**src/rtl/fifo_wr_arbiter.sv**
```systemverilog
// ============================================================================
// fifo_wr_arbiter
// ----------------------------------------------------------------------------
// Purpose:
//   Shares the write port of an asynchronous FIFO between NUM_REQ requesters
//   that all live in the FIFO write-clock domain. Arbitration is round-robin
//   with burst locking: once a requester owns the port it keeps it for up to
//   MAX_BURST accepted words, or until it drops its request. The FIFO full
//   flag throttles writes without ending the burst. One idle cycle always
//   separates two bursts.
//
// Parameters:
//   NUM_REQ     number of requesters (2..16)
//   Data_width  FIFO word width
//   MAX_BURST   maximum words per grant (1..256)
//
// Ports:
//   clk        in   write-domain clock (same net as the FIFO write clock)
//   rst        in   asynchronous reset, active-low (0 = reset)
//   req        in   per-requester valid, held with its data until accepted
//   req_data   in   requester i data on bits [i*Data_width +: Data_width]
//   fifo_full  in   FIFO full flag, write domain
//   gnt        out  one-hot ready to the current owner; 0 when idle or full
//   Wr_en      out  FIFO write strobe (a word moves when req[i] && gnt[i])
//   Wr_data    out  FIFO write data (owner's word when Wr_en, else 0)
//   busy       out  1 while a burst is owned
//   cur_id     out  index of the current or last owner
//   wr_count   out  total accepted writes, 16-bit wrapping
//                   (only present when FIFO_ARB_WRCNT_EN is defined)
//
// Configuration:
//   FIFO_ARB_WRCNT_EN  when defined, adds the wr_count output and its counter.
// ============================================================================
module fifo_wr_arbiter #(
    parameter int NUM_REQ    = 4,
    parameter int Data_width = 8,
    parameter int MAX_BURST  = 4
) (
    input  logic                          clk,
    input  logic                          rst,
    input  logic [NUM_REQ-1:0]            req,
    input  logic [NUM_REQ*Data_width-1:0] req_data,
    input  logic                          fifo_full,
    output logic [NUM_REQ-1:0]            gnt,
    output logic                          Wr_en,
    output logic [Data_width-1:0]         Wr_data,
    output logic                          busy,
    output logic [$clog2(NUM_REQ)-1:0]    cur_id
`ifdef FIFO_ARB_WRCNT_EN
    ,
    output logic [15:0]                   wr_count
`endif
);

    localparam int ID_W = $clog2(NUM_REQ);
    // A one-word burst still needs a 1-bit counter to keep widths legal.
    localparam int BC_W = (MAX_BURST > 1) ? $clog2(MAX_BURST) : 1;

    localparam logic [BC_W-1:0] LAST_BEAT = BC_W'(MAX_BURST - 1);
    localparam logic [ID_W-1:0] LAST_ID   = ID_W'(NUM_REQ - 1);

    localparam logic [0:0] IDLE  = 1'b0;
    localparam logic [0:0] BURST = 1'b1;

    logic [0:0]      state_reg,      state_next;
    logic [ID_W-1:0] owner_reg,      owner_next;
    logic [ID_W-1:0] last_owner_reg, last_owner_next;
    logic [BC_W-1:0] beat_cnt_reg,   beat_cnt_next;

    logic                  in_burst;
    logic                  owner_req;
    logic                  pick_valid;
    logic [ID_W-1:0]       pick_id;
    int                    scan_idx;
    logic [Data_width-1:0] req_word [NUM_REQ];

    assign in_burst  = (state_reg == BURST);
    assign owner_req = req[owner_reg];

    // Per-requester data slices and grant lines.
    generate
        for (genvar gi = 0; gi < NUM_REQ; gi++) begin : g_req
            assign req_word[gi] = req_data[gi*Data_width +: Data_width];
            assign gnt[gi]      = in_burst && (owner_reg == ID_W'(gi)) && !fifo_full;
        end
    endgenerate

    assign Wr_en   = |(req & gnt);
    assign Wr_data = Wr_en ? req_word[owner_reg] : '0;
    assign busy    = in_burst;
    assign cur_id  = owner_reg;

    // Round-robin pick: scan last_owner+1 .. last_owner+NUM_REQ (mod NUM_REQ).
    // The loop runs from the farthest offset to the nearest so that the
    // nearest requesting index overwrites any earlier hit.
    always_comb begin
        pick_valid = 1'b0;
        pick_id    = '0;
        scan_idx   = 0;
        for (int k = NUM_REQ; k >= 1; k--) begin
            scan_idx = int'(last_owner_reg) + k;
            if (scan_idx >= NUM_REQ) begin
                scan_idx = scan_idx - NUM_REQ;
            end
            if (req[scan_idx]) begin
                pick_valid = 1'b1;
                pick_id    = ID_W'(scan_idx);
            end
        end
    end

    always_comb begin
        state_next      = state_reg;
        owner_next      = owner_reg;
        last_owner_next = last_owner_reg;
        beat_cnt_next   = beat_cnt_reg;
        if (state_reg == IDLE) begin
            if (pick_valid) begin
                owner_next    = pick_id;
                beat_cnt_next = '0;
                state_next    = BURST;
            end
        end else begin
            if (!owner_req) begin
                // Owner withdrew: release the port without a write.
                state_next      = IDLE;
                last_owner_next = owner_reg;
            end else if (!fifo_full) begin
                // A word is accepted this cycle.
                if (beat_cnt_reg == LAST_BEAT) begin
                    state_next      = IDLE;
                    last_owner_next = owner_reg;
                end else begin
                    beat_cnt_next = beat_cnt_reg + 1'b1;
                end
            end
            // fifo_full with req held: hold everything and wait.
        end
    end

    always_ff @(posedge clk or negedge rst) begin
        if (!rst) begin
            state_reg      <= IDLE;
            owner_reg      <= '0;
            last_owner_reg <= LAST_ID;   // next scan starts at requester 0
            beat_cnt_reg   <= '0;
        end else begin
            state_reg      <= state_next;
            owner_reg      <= owner_next;
            last_owner_reg <= last_owner_next;
            beat_cnt_reg   <= beat_cnt_next;
        end
    end

`ifdef FIFO_ARB_WRCNT_EN
    logic [15:0] wr_count_reg;

    always_ff @(posedge clk or negedge rst) begin
        if (!rst) begin
            wr_count_reg <= '0;
        end else if (Wr_en) begin
            wr_count_reg <= wr_count_reg + 16'd1;
        end
    end

    assign wr_count = wr_count_reg;
`endif

endmodule
```
**config.mk**
```make
export PLATFORM = sky130hd
export DESIGN_NAME = fifo_wr_arbiter
export DESIGN_NICKNAME = d
export VERILOG_FILES = /design/src/rtl/fifo_wr_arbiter.sv
export SDC_FILE = /design/constraint.sdc
export NUM_CORES = 1
export LEC_CHECK = 0
export BUFFER_PORTS_ARGS = -buffer_cell sky130_fd_sc_hd__buf_4
export CAP_MARGIN = 0
export CORE_UTILIZATION = 36
export DETAILED_ROUTE_END_ITERATION = 10
export PLACE_DENSITY = 0.8
export SYNTH_ARGS = -nofsm -noshare
export SYNTH_HDL_FRONTEND = slang
export SYNTH_SLANG_ARGS = --single-unit
export TNS_END_PERCENT = 10
```
**constraint.sdc**
```tcl
create_clock -name clk -period 1.3 [get_ports clk]
set_input_delay 0 -clock clk [delete_from_list [all_inputs] [get_ports clk]]
set_output_delay 0 -clock clk [all_outputs]
set_load 0.02 [all_outputs]
```
# == After elaboration in Yosys (flattened, before gate mapping) ==
# Index checks and enable logic that the tools add are counted.
# op_classes
n_addsub,9
n_lt_le_gt_ge,10
eq_ne,9
n_mux,43
bitwise_logic,3
reduce_logical,15
# op_table
op,n
$lt 32x4->1 const B,4
$mux 32,4
$mux 2,12
$mux 8,3
$mux 1,18
$bmux 8 s2,1
$ge 3x3->1 const B,4
$sub 3x3->4 const B,3
$bmux 1 s2,5
$logic_and 1x1->1,8
$add 2x2->3 const B,2
$eq 2x2->1 const B,3
$ne 2x2->1 const B,3
$sub 4x3->5 const B,1
$add 2x3->4 const B,1
$and 4x4->4,1
$ge 4x3->1 const B,1
$ne 2x1->1 const B,2
$reduce_and 4->1,1
$reduce_or 4->1,1
$add 2x1->3 const B,1
$lt 2x3->1 const B,1
$not 2->3,1
$reduce_and 3->1,1
7 further kinds,7
# totals
regBits,7
inputBits,39
out_inout_bits,16

# == Depth between registers and ports, before layout ==
# Gate-level depths: netlist of run 1.
# depth
depth_word,12
mapped_depth,6

# == Worst setup path before layout of run 1 ==
# Ideal clock, no wire load.
# synth_path
path_kind,flip-flop to output port
start,reg owner_reg[0] (netlist: cur_id[0])
end,out Wr_data[6]
t_arrival_ns,1.549
required_ns,1.300
slack_ns,-0.249
path_stages_with_launch,5
cell_sequence,dfrtp_1 buf_4 buf_2 mux4_2 nor2b_1
# synth_between
elab_chain_len,6
elab_cells_between_ends,19
cone_classes,eq/ne: 3; mux: 4; bitwise: 2; reduce/logical: 10
# synth_lines
item,line,text
from (decl),66,"logic [ID_W-1:0] owner_reg, owner_next;"
from (signal assigned),149,owner_reg <= owner_next;
"$eq 2x1->1, or another cell as far along",84,assign gnt[gi] = in_burst && (owner_reg == ID_W'(gi)) && !fifo_full;
$logic_and 1x1->1 (2 in a row),84,
$and 4x4->4,88,assign Wr_en = |(req & gnt);
$reduce_or 4->1,88,
$mux 8 (*),89,assign Wr_data = Wr_en ? req_word[owner_reg] : '0;
to (decl),46,"output logic [Data_width-1:0] Wr_data,"
# Every way passes the cells marked *; elsewhere a longest branch is shown, timed or not. The select of a mux whose other input is x is not followed.

# == Worst setup path in the final report of run 1 ==
# layout_path
start,reg owner_reg[0] (netlist: cur_id[0])
end,out Wr_data[2]
# Same word-level chain as after synthesis.

==> results of run 1 <==
==> power by group <==
part | total (mW) | switching (mW) | internal [mW]
combinational | 2.25 | 0.946 | 1.30
clock | 0.209 | 0.0908 | 0.118
sequential | 0.464 | 0.108 | 0.356
==> worst register-to-register path, stage by stage, from the launching register on <==
cell,delay (ps)
dfrtp_2,420
buf_6,150
mux2i_4,190
buf_4,130
buf_6,100
or3_4,340
mux2i_1,180
==> cells in the final DEF (no fill, tap or decap), types with 3 or more instances in the layout <==
cell	n
clkbuf_4	3
buf_6	11
nand2_1	8
mux4_2	7
buf_4	55
inv_1	3
mux2i_1	3
nor2b_4	8
dfrtp_1	3
==> logic make-up after synthesis <==
family / Yosys count
AOI/OAI and AO/OA: 15
adders and majority gates: 1
muxes: 15
buffers and inverters: 10
and+or+nand+nor: 28
DFF: 7
==> metal layers <==
metal,track usage,up-vias,part of all wire,wire [um]
met4,0.08333,0,0.014,39
met3,0.04403,4,0.071,190
met1,0.2931,431,0.41,1099
met2,0.4601,45,0.51,1360
met5,0,-,0,0
li1,-,418,-,-
==> final timing paths <==
path | from | endpoint | slack (ps) | depth (start not counted)
worst max-delay path | cur_id[0]$_DFFE_PN0P_ | Wr_data[2] | -390 | 6
worst min-delay path | req[0] | cur_id[0]$_DFFE_PN0P_ | 70 | 3
worst max register to register | cur_id[0]$_DFFE_PN0P_ | beat_cnt_reg[1]$_DFFE_PN0P_ | -290 | 6
worst min register to register | beat_cnt_reg[0]$_DFFE_PN0P_ | beat_cnt_reg[0]$_DFFE_PN0P_ | 560 | 2
max in group asynchronous | rst | last_owner_reg[0]$_DFFE_PN1P_ | 1000 | 2
min in group asynchronous | rst | beat_cnt_reg[1]$_DFFE_PN0P_ | 90 | 2
==> timing repair <==
item / CTS / global route
buffers inserted: 4 / 0
cloned: 1 / 0
hold buffers: 1 / 0
setup endpoints to repair: 18 / 20
hold endpoints to repair: 7 / 0
resized for setup: 16 / 8
pin swaps: 2 / 2
==> final cells by class <==
| type | instances | area [um2] | share of cell area |
|---|---|---|---|
| Tap cell | 27 | 33.78 | 0.02244 |
| Sequential cell | 7 | 180.2 | 0.1197 |
| Timing Repair Buffer | 70 | 609.3 | 0.4048 |
| Inverter | 4 | 17.52 | 0.01164 |
| Multi-Input combinational cell | 59 | 638.1 | 0.4239 |
| Clock buffer | 4 | 26.28 | 0.01746 |
==> run summary, run 1 <==
Status = finished with violations
Failing checks = setup timing
Slew HR = 0.8140
Root Buffer = clkbuf_4
Drt first pass iters = 4
Ant diodes = 0
Non-Filler Instances = 171
Number of DRC markers in iteration 0 = 12
Yosys cell types = 31
YS warnings = 0
# rows = 16
Critical-path top delay cell = dfrtp_2
Post-DP HPWL = 1.921 mm
Period utilisation layout = 1.298
DIE AREA = 2345 um2
First-pass GRT wire length = 4.581 mm
Largest family of logic cells by synthesized area = multiplexers
Synth-to-Final Area Change = 94.03%
RSZ-0062 raised after global routing = yes
Seq/Total Area, Yosys = 0.2290
Share of cells above drive strength 1 = 0.7083
Crit Path Class = flop to output pin
Pre-CTS WS = -151.7 ps
Register bit count reported by yosys = 7
CTS tree = done
Largest area contributor in the netlist = mux4_2
Worst Hold Class = primary input to flop
Maximum VDD drop = 1.327 mV
Count of flip-flops with a built-in enable after synthesis = 0
Final worst-path setup slack = -387.0 ps
Clk_lat worst skew = 260 ps
Layout Nets = 185
Detailed Route WL = 2.690 mm
Hold Vio Cnt, Final = 0
Residual DRC count = 0
Number of global-route vias before repair = 964
Mapped Nets = 116
Synth Area in XOR/XNOR = 0
WHS = 65.27 ps
Worst Skew = 3.345 ps
Routed len/inst = 15.73 um
Starting Density = 0.3875
Area share of the largest cell type after synthesis = 0.2032
Post-route cell area = 1505 um2
Synth Area in Simple Gates = 0.2048
Final setup viols = 16
Slew Limit Fails = 0
Antenna-violating nets left = 0
Placed cells = 161
Ys flop type = dfrtp_1
Total power = 2.918 mW
Max Buffers Root-to-Sink = 2
H-Tree Depth = 1
Die width = 48.42 um
Port Buffers = 54
MaxCap Viol Count = 0
Core area = 2002 um2
Detailed-route via count = 898
DP Area = 1329 um2
Slowest stage delay, CP = 420 ps
CP most frequent cell = buf_6
Cell area after synthesis = 775.7 um2
Crit end category = output pin
Fillers = 145
Post-synthesis mux area share = 0.3419
Cells after Synth = 76
Cell family with the largest share of critical-path delay = flip-flops
Final min period = 1687 ps
Num CTS Buffers = 3
Critical Path Source Type = flop
Synth top area cells = mux4_2 (20%), dfrtp_1 (16%), dfstp_2 (6.8%)
Tot GR Track Use = 0.2508
CP bufs+invs = 3
Ports = 55
Die height = 48.42 um
Least-Margin Pin Slew = 279.1 ps
Final TNS setup = -4143 ps
Sink Count = 7
Async SR Flop Fraction = 1.000
Maximum number of pins on one net before global-route repair = 11
Crit-path max FO = 5
Fin util = 0.7519
F_max = 0.5928 GHz
Critical path, cell by cell = buf_6 > mux2i_4 > or2_4 > buf_12 > nor2b_4 > buf_6
Avg Vias per Cell = 5.251
Synth Area in Adders = 0.01613
Grt total ovfl = 0
Top cells by count, synth = nand2_1 (8), nor2b_1 (8), mux4_2 (7)
Number of antenna violations at the first check in global routing = 0
Worst-path clk slew = 60 ps
Complex-gate fraction of the synthesized area = 0.1387
Data arrival, critical path = 1690 ps
Lkg Pwr = 0.7390 nW
Final Wtd Congestion = 0.8698
Power per Cell Area = 1939 nW/um2
Syn Area/Cell = 10.21 um2
CP required = 1300 ps
(Power assumes the default switching activity.)
==> run 2, diff against run 1 <==
Settings changed: CORE_UTILIZATION 36 to 40, PLACE_DENSITY 0.8 to 0.84.
Clock period 1.3 ns to 1.8 ns, I/O delays scaled along.
==> run summary, run 2 (same netlist as run 1, synthesis figures left out) <==
Worst-path clk slew = 60 ps (about the same)
Fin util = 0.7085 (-0.04336)
Slew HR = 0.8263 (+0.01229)
Antenna-violating nets left = 0 (unchanged)
Least-Margin Pin Slew = 260.6 ps (-18.44 ps)
Post-CTS setup repair buffer count = 0 (-4)
Placed cells = 154 (-4.3%)
Met2 Track Usage GR = 0.3831 (-0.07700)
Crit end category = output pin
Drt first pass iters = 4 (unchanged)
F_max = 0.6087 GHz
Commonest non-fill, non-tap cell in the layout = buf_4
FF/Latch Area = 177.7 um2 (-1.4%)
Detailed Route WL = 2.138 mm (-21%)
Number of global-route vias before repair = 803 (-17%)
MaxCap Viol Count = 0 (unchanged)
First-pass GRT wire length = 3.194 mm (-30%)
Die width = 46.04 um (-4.9%)
H-Tree Depth = 1 (unchanged)
Share of cells above drive strength 1 = 0.5672 (-0.1412)
CTS tree = done
Data arrival, critical path = 1640 ps (-50 ps)
Sink Count = 7 (unchanged)
Final min period = 1643 ps
Synth-to-Final Area Change = 61.13%
Status = completed
Residual DRC count = 0 (unchanged)
Avg Vias per Cell = 5.208 (-0.84%)
Worst Skew = 4.950 ps (+1.605 ps)
Routed len/inst = 13.45 um (-15%)
Maximum number of pins on one net before global-route repair = 13 (+2)
Met3 Track Usage GR = 0.05952 (+0.01550)
RSZ-0062 raised after global routing = no
Crit Path Class = flop to output pin
Slew Limit Fails = 0 (unchanged)
Die height = 46.04 um (-4.9%)
WHS = 95.27 ps (+30.00 ps)
Most frequent cells in the layout = buf_4 (59), nor2b_1 (8), nand2_1 (8), mux4_2 (7), dfrtp_1 (5)
Lkg Pwr = 0.6267 nW (-15%)
Max Buffers Root-to-Sink = 2 (unchanged)
Power per Cell Area = 1316 nW/um2 (-32%)
Hold Vio Cnt, Final = 0 (unchanged)
Number of antenna violations at the first check in global routing = 0 (unchanged)
Post-DP HPWL = 1.781 mm (-7.3%)
Ports = 55 (unchanged)
Critical-path top delay cell = mux4_1
Num CTS Buffers = 3 (unchanged)
Number of DRC markers in iteration 0 = 8 (-4)
Port Buffers = 54 (unchanged)
Detailed-route via count = 828 (-7.8%)
DIE AREA = 2120 um2 (-9.6%)
Core area = 1764 um2 (-12%)
Maximum VDD drop = 0.9992 mV (-25%)
Post-route cell area = 1250 um2 (-17%)
CP required = 1800 ps (+500 ps)
Slowest stage delay, CP = 550 ps (+130 ps)
Clk_lat worst skew = 250 ps (about the same)
Crit-path max FO = 12 (+7)
CP bufs+invs = 2 (-1)
DP Area = 1211 um2 (-8.9%)
Layout Nets = 175 (-5.4%)
CP most frequent cell = buf_4
Starting Density = 0.4397 (+0.05222)
Critical Path Source Type = flop
GR peak layer = met2
Tot GR Track Use = 0.2095 (-0.04130)
Final TNS setup = 0 ps (+4143 ps)
Grt total ovfl = 0 (unchanged)
Non-Filler Instances = 159 (-7.0%)
Period utilisation layout = 0.9127
Root Buffer = clkbuf_4
Ant diodes = 0 (unchanged)
Multi-input combinational cell area = 546.8 um2 (-14%)
Worst Hold Class = primary input to async pin
Final setup viols = 0 (-16)
Cell family with the largest share of critical-path delay = multiplexers
# rows = 15 (-1)
Final Wtd Congestion = 0.8073 (-7.2%)
Critical path, cell by cell = buf_4 > mux4_1 > nor2b_1 > buf_4
Met1 Use GR = 0.2272 (-0.06591)
Fillers = 144 (-0.69%)
[run 2: worst reg2reg max path, stage by stage (launching register included)]
cell	delay (ps)
dfrtp_1	390
ha_1	210
nand2b_1	110
nand2_1	100
o211ai_1	180
mux2_2	350
[run 2: path summary, 6_finish.rpt]
check	from	endpoint	slack, ps	cells past startpoint
worst max-delay path	cur_id[0]$_DFFE_PN0P_	Wr_data[7]	160	4
worst min-delay path	rst	cur_id[1]$_DFFE_PN0P_	100	2
worst max register to register	beat_cnt_reg[0]$_DFFE_PN0P_	last_owner_reg[1]$_DFFE_PN1P_	390	5
worst min register to register	beat_cnt_reg[0]$_DFFE_PN0P_	beat_cnt_reg[0]$_DFFE_PN0P_	490	1
max in group asynchronous	rst	last_owner_reg[1]$_DFFE_PN1P_	1500	2
min in group clk	req[0]	cur_id[0]$_DFFE_PN0P_	100	3
[run 2: final cells by class]
| type | count | share of cell area |
|---|---|---|
| inverters | 4 | 0.01201 |
| multi-input cells | 59 | 0.4374 |
| well taps | 25 | 0.02503 |
| clock buffers | 4 | 0.02102 |
| flip-flops and latches | 7 | 0.1421 |
| repair buffers | 60 | 0.3624 |
[run 2: routing by layer]
metal	wire, um	vias to the layer above
met5	0	-
met4	4	0
met3	273	2
met2	1056	39
met1	803	386
li1	-	401
[run 2: power breakdown]
part | switching (mW) | internal, mW | total [mW] | leakage [nW]
sequential | 0.0702 | 0.252 | 0.323 | 0.0823
combinational | 0.539 | 0.638 | 1.18 | 0.529
clock | 0.0613 | 0.0848 | 0.146 | 0.0150
total | 0.670 | 0.975 | 1.65 | 0.627
[run 2: through the flow]
stage / total power [mW] / setup WS [ps]
floorplan: 1.144 / 250.8
global placement: 1.470 / 328.8
detailed placement: 1.497 / 315.7
CTS: 1.651 / 25.66
global route: 1.764 / 58.14
finish: 1.645 / 157.1
[run 2: repair_timing]
| item | CTS | global route |
|---|---|---|
| resized for setup | 0 | 1 |
| hold buffers | 1 | 0 |
| setup endpoints to repair | 0 | 9 |
| hold endpoints to repair | 7 | 0 |
